[config.mk]
export PLATFORM = sky130hd
export DESIGN_NAME = ddr_dmaster_rdylat_adt
export DESIGN_NICKNAME = d
export VERILOG_FILES = /design/src/rtl/ddr_dmaster_rdylat_adt.sv
export SDC_FILE = /design/constraint.sdc
export NUM_CORES = 1
export LEC_CHECK = 0
export ABC_CLOCK_PERIOD_IN_PS = 3650
export BUFFER_PORTS_ARGS = -buffer_cell sky130_fd_sc_hd__buf_2
export CORE_UTILIZATION = 40
export CTS_BUF_LIST = sky130_fd_sc_hd__clkbuf_2 sky130_fd_sc_hd__clkbuf_4 sky130_fd_sc_hd__clkbuf_8
export DETAILED_ROUTE_END_ITERATION = 8
export GPL_TIMING_DRIVEN = 0
export SETUP_SLACK_MARGIN = 0.05
export SLEW_MARGIN = 20
export SYNTH_ARGS = -nofsm -noshare
export SYNTH_HDL_FRONTEND = slang
export SYNTH_SLANG_ARGS = --single-unit
[constraint.sdc]
create_clock -name clk -period 3.65 [get_ports clk]
set_input_delay 0.73 -clock clk [delete_from_list [all_inputs] [get_ports clk]]
set_output_delay 0.73 -clock clk [all_outputs]
set_load 0.01 [all_outputs]
[src/rtl/ddr_dmaster_rdylat_adt.sv]
// Ready-latency adapter: accepts an upstream stream with ready latency L and
// re-presents it downstream with ready latency 0 through a small show-ahead buffer.
module ddr_dmaster_rdylat_adt #(
    parameter int unsigned DATA_W        = 8,
    parameter int unsigned READY_LATENCY = 2,
    parameter int unsigned DEPTH         = 4
) (
    input  logic              clk,
    input  logic              reset_n,
    input  logic              in_valid,
    input  logic [DATA_W-1:0] in_data,
    output logic              in_ready,
    output logic              out_valid,
    output logic [DATA_W-1:0] out_data,
    input  logic              out_ready,
    output logic              overflow
);
    localparam int unsigned L  = READY_LATENCY;
    localparam int unsigned AW = (DEPTH > 1) ? $clog2(DEPTH) : 1;
    localparam int unsigned CW = AW + 1;

    logic [L-1:0]      grant_hist;
    logic [CW-1:0]     count;
    logic [AW-1:0]     head;
    logic [AW-1:0]     tail;
    logic [DATA_W-1:0] mem [DEPTH];

    logic [CW:0]       grants_pending;
    logic [CW:0]       outstanding;
    logic              granted_beat;
    logic              full;
    logic              push;
    logic              pop;

    // Every grant still in the history will land, so reserve space for all of them.
    always_comb begin
        grants_pending = '0;
        for (int unsigned i = 0; i < L; i++) begin
            grants_pending = grants_pending + (CW+1)'(grant_hist[i]);
        end
        outstanding = (CW+1)'(count) + grants_pending;
    end

    assign in_ready     = reset_n & (outstanding < (CW+1)'(DEPTH));
    assign out_valid    = reset_n & (count != '0);
    assign out_data     = mem[head];
    assign granted_beat = in_valid & grant_hist[L-1];
    assign full         = (count == CW'(DEPTH));
    assign pop          = out_valid & out_ready;
    assign push         = granted_beat & (~full | pop);

    always_ff @(posedge clk) begin
        if (!reset_n) begin
            grant_hist <= '0;
            count      <= '0;
            head       <= '0;
            tail       <= '0;
            overflow   <= 1'b0;
        end else begin
            grant_hist <= L'({grant_hist, in_ready});
            if (push) begin
                tail <= tail + AW'(1);
            end
            if (pop) begin
                head <= head + AW'(1);
            end
            case ({push, pop})
                2'b10:   count <= count + CW'(1);
                2'b01:   count <= count - CW'(1);
                default: count <= count;
            endcase
            // Ungranted beats and beats that find no room are dropped and flagged.
            if (in_valid & (~grant_hist[L-1] | (full & ~pop))) begin
                overflow <= 1'b1;
            end
        end
    end

    always_ff @(posedge clk) begin
        if (push) begin
            mem[tail] <= in_data;
        end
    end

endmodule

Word-level counts from Yosys, hierarchy flattened. Memories as Yosys holds them, arrays and structs flattened. A register that Yosys moved wholly into a read port is not among the register bits. Cells that the tools add are included.

Input port bits: 12. RAM bits: 32. Register bits after elaboration: 10. Memories kept: 1. Output and inout bits: 11. Logic and storage cells: 35.

Add/subtract/negate cells: 6. Bitwise gates (word level): 12. Reductions and logical operators: 2. Equal/unequal tests: 3. Multiplexer cells: 5. Magnitude comparators: 1.

Memory list: mem (words 4, width 8, read ports 1, clocked after memory_dff 1, wr ports 1, line 26) `logic [DATA_W-1:0] mem [DEPTH];`.

Operators with widths (number): $and A1 B1 Y1 (7); $pmux W3 S2 (1); $add A2 B1 Y2 const B (2); $add A3 B2 Y4 (1); $lt A4 B3 Y1 const B (1); $mux W2 (2); $add A3 B1 Y3 const B (1); $eq A3 B3 Y1 const B (1); $not A1 Y1 (3); $reduce_bool A3 Y1 (1); $sub A3 B1 Y3 const B (1); $add A1 B1 Y2 (1); $eq A2 B1 Y1 const B (1); $eq A2 B2 Y1 const B (1); $mux W1 (2); $or A1 B1 Y1 (2); $reduce_bool A2 Y1 (1).

Logic depth before layout (Yosys ltp).
Depth after elaboration: 7. Gate-level depth with buffers: 8. Mapped depth without buffers: 7.

Worst setup path after synthesis. OpenSTA, ideal clock, no wires.

Kind: input to register. Start point: in reset_n. End point: reg count[2]. Stages on the path: 7. Arrival time: 2.400 ns. Buffers on the path: 2. Slack: 1.130 ns. Setup time: 0.120 ns. Required time: 3.530 ns. Cell sequence: buf_2 -> clkbuf_1 -> nand4_1 -> fa_1 -> or3_1 -> and3_1 -> o31a_1.

Cells in the longest elaborated chain, start to end: 6. Elaborated cells between the ends (all ways): 8. Classes of those cells: eq/ne: 2; mux: 1; bitwise: 4; reduce/logical: 1.

Ends and longest elaborated chain: from (decl) (line 9) `input logic reset_n,`; $and A1 B1 Y1 (line 45) `assign out_valid = reset_n & (count != '0);`; $and A1 B1 Y1 (line 49) `assign pop = out_valid & out_ready;`; $or A1 B1 Y1 (line 50) `assign push = granted_beat & (~full | pop);`; $and A1 B1 Y1 (line 50); $eq A2 B1 Y1 or $eq A2 B2 Y1 (tied branches) (line 67) `case ({push, pop})`; $pmux W3 S2 or $reduce_bool A2 Y1 (tied branches); to (signal assigned) (line 68) `2'b10: count <= count + CW'(1);`; to (signal assigned) (line 69) `2'b01: count <= count - CW'(1);`; to (signal assigned) (line 70) `default: count <= count;`; to (decl) (line 23) `logic [CW-1:0] count;`.

Several ways; a longest one is shown, not always the timed one. A chain may end at the register's enable or synchronous reset.

Worst setup path in the final report. Ends and elaborated chain as after synthesis.

==> metrics.txt <==
status=finished, violations left; failing checks=DRC; Most used DFF post-synth=edfxtp_1; vias per cell=5.21; hold path cells=1; TritonCTS clock tree=done; reg-to-reg critical path startpoint=grant_hist[1]; share of cells above drive strength 1=29.6%; Die Y=70.6 um; first-pass GRT wire length=5.08 mm; Final Hold Viols=0; effective utilization at floorplan=42.3%; Power Total=1.27 mW; final setup vio count=0; Tot GR Track Use=13.6%; clk sink count=44; DRC viols=4; slew margin rel.=66.6%; PortBufs=21; initial DRC count=91; DP HPWL=2.11 mm; GR Overflow Total=0; Post-CTS Setup Inserts=0; flop-to-flop setup slack=1.41 ns; Layout area overhead=15.0%; skew final=0.00590 ns; Synth area leader=edfxtp_1; fin util=48.7%; Worst VDD drop=0.247 mV; wire per inst=14.7 um; yosys warns=0; synthesized area=0.00188 mm^2; critical path peak fanout=10; Clock transition at path regs=0.08 ns; FFs w/ async S/R, synth=0%; CP endpoint=count[2]; count of cell types in the netlist=37; Root Driver=clkbuf_8; worst skew pair latency=0.29 ns; syn nets=141; type of origin of the critical path=primary input; Max Clk Rate=0.394 GHz; gp weighted congestion=0.734; Critical Path AT=2.73 ns; post_cts resized=0; Leakage=0.784 nW; R2R depth=7; worst min path class=reg -> reg; RR Endpoint=count[2]; hold path startpoint=overflow; CORE AREA=0.00444 mm^2; synthesized area per cell=15.3 um^2; # nets final=169; Synth Register Bits=44; synthesized instance count=123; io pins=23; CTS buffer count=5; number of global-route vias before repair=1121; initial antenna violation count=0; FP Rows=24; setup TNS=0 ns; Seq/Total Area, Yosys=63.8%; top cells by area, synth=edfxtp_1 51%, dfxtp_1 13%, mux4_2 9.6%, and2_1 3.3%, ha_1 3.3%; Worst-Margin Slew=0.501 ns; RSZ-0062 raised after global routing=false; min Tclk post-route=2.54 ns; Die Wd=70.6 um; share of the synthesized area in the top cell type=51.1%; die area=0.00498 mm^2; number of diodes=0; critical setup path kind=in -> reg; CP required=3.84 ns; Max Root-Sink Buffers=2; # H-tree levels=2; Worst Setup End Kind=register; number of synthesized flops with an enable pin=32; largest net degree at the start of global routing=15; Max Slew Vio Count=0; drt total wl=3.00 mm; max cap viols=0; Cell Pwr Density=587 mW/mm^2; DRT Pass-1 Iters=6; hold buffer count at cts=0; CP Launch Point=reset_n; Final period util=69.5%; routed vias=1063; Routed Antenna Nets=0
-- Yosys cell counts (2+ instances only) --
library cell,instances
a21oi_1,2
and2_1,10
buf_2,5
dfxtp_1,12
edfxtp_1,32
ha_1,5
inv_1,5
mux2i_1,2
mux4_2,8
nand2_1,7
nand3_1,4
nor2_1,2
nor3b_1,2
xnor2_1,4
-- logic make-up after synthesis --
logic type	count (synthesis)	share of synthesized area, %
DFF	44	63.8
and+or+nand+nor	34	10.4
buffers and inverters	12	2.73
AOI/OAI and AO/OA	11	5.12
muxes	11	11.2
adders and majority gates	6	4.39
xor gates and xnor gates	5	2.33
-- cells in the final DEF, fill, tap and decap left out, types with 2 or more instances in the layout --
cell / netlist / routed
edfxtp_1: 32 / 32
buf_2: 5 / 26
dfxtp_1: 12 / 12
and2_1: 10 / 10
mux4_2: 8 / 8
nand2_1: 7 / 7
inv_1: 5 / 5
ha_1: 5 / 5
clkbuf_8: 0 / 5
xnor2_1: 4 / 4
nand3_1: 4 / 4
nor2_1: 2 / 2
a21oi_1: 2 / 2
nor3b_1: 2 / 2
mux2i_1: 2 / 2
-- worst min path at each step --
stage	endpoint	slack, ns
2_1_floorplan	grant_hist[1]	0.44
3_3_place_gp	grant_hist[1]	0.44
3_5_place_dp	overflow	0.45
4_1_cts	overflow	0.47
5_1_grt	overflow	0.50
6_report	overflow	0.46
-- flip-flops by register name, summed over array words and instances (netlist names), named ones only --
signal	flops
mem	32
count	3
grant_hist	2
head	2
tail	2
overflow	1
-- cell type report --
class | count | area (um^2)
fillers | 386 | 2280
clock buffers | 5 | 68.8
flip-flops and latches | 44 | 1200
inverters | 5 | 18.8
well taps | 52 | 65.1
plain buffers | 7 | 32.5
clock inverters | 3 | 42.5
multi-input cells | 67 | 629
repair buffers | 21 | 105
-- stage by stage --
stage | cells | setup WS [ns] | area (um^2) | hold WS [ns]
after floorplan | 123 | 1.13 | 1880 | 0.441
after CTS | 204 | 1.12 | 2160 | 0.472
after global placement | 196 | 0.871 | 2050 | 0.444
after global routing | 204 | 0.985 | 2160 | 0.499
final | 204 | 1.11 | 2160 | 0.463
after detailed placement | 196 | 0.810 | 2050 | 0.454
-- power by group --
group / leakage (nW) / switching [mW] / total [mW] / internal (mW)
Sequential: 0.387 / 0.0209 / 0.592 / 0.571
Clock: 0.0558 / 0.159 / 0.361 / 0.203
Combinational: 0.341 / 0.164 / 0.317 / 0.153
Total: 0.784 / 0.344 / 1.27 / 0.926
-- critical path: stages --
cell      delay [ns]
buf_2           0.17
clkbuf_1        0.38
nand4_1         0.19
fa_1            0.46
or3_1           0.39
and3_1          0.19
o31a_1          0.23
-- metal layers --
layer / vias to the layer above / GRT usage [%] / wire length, um
met5: - / 0 / 0
met4: 0 / 7.78 / 47
met3: 5 / 3.56 / 137
met2: 22 / 21.7 / 1500
met1: 521 / 16.9 / 1310
li1: 515 / - / -
(Power assumes the default switching activity.)
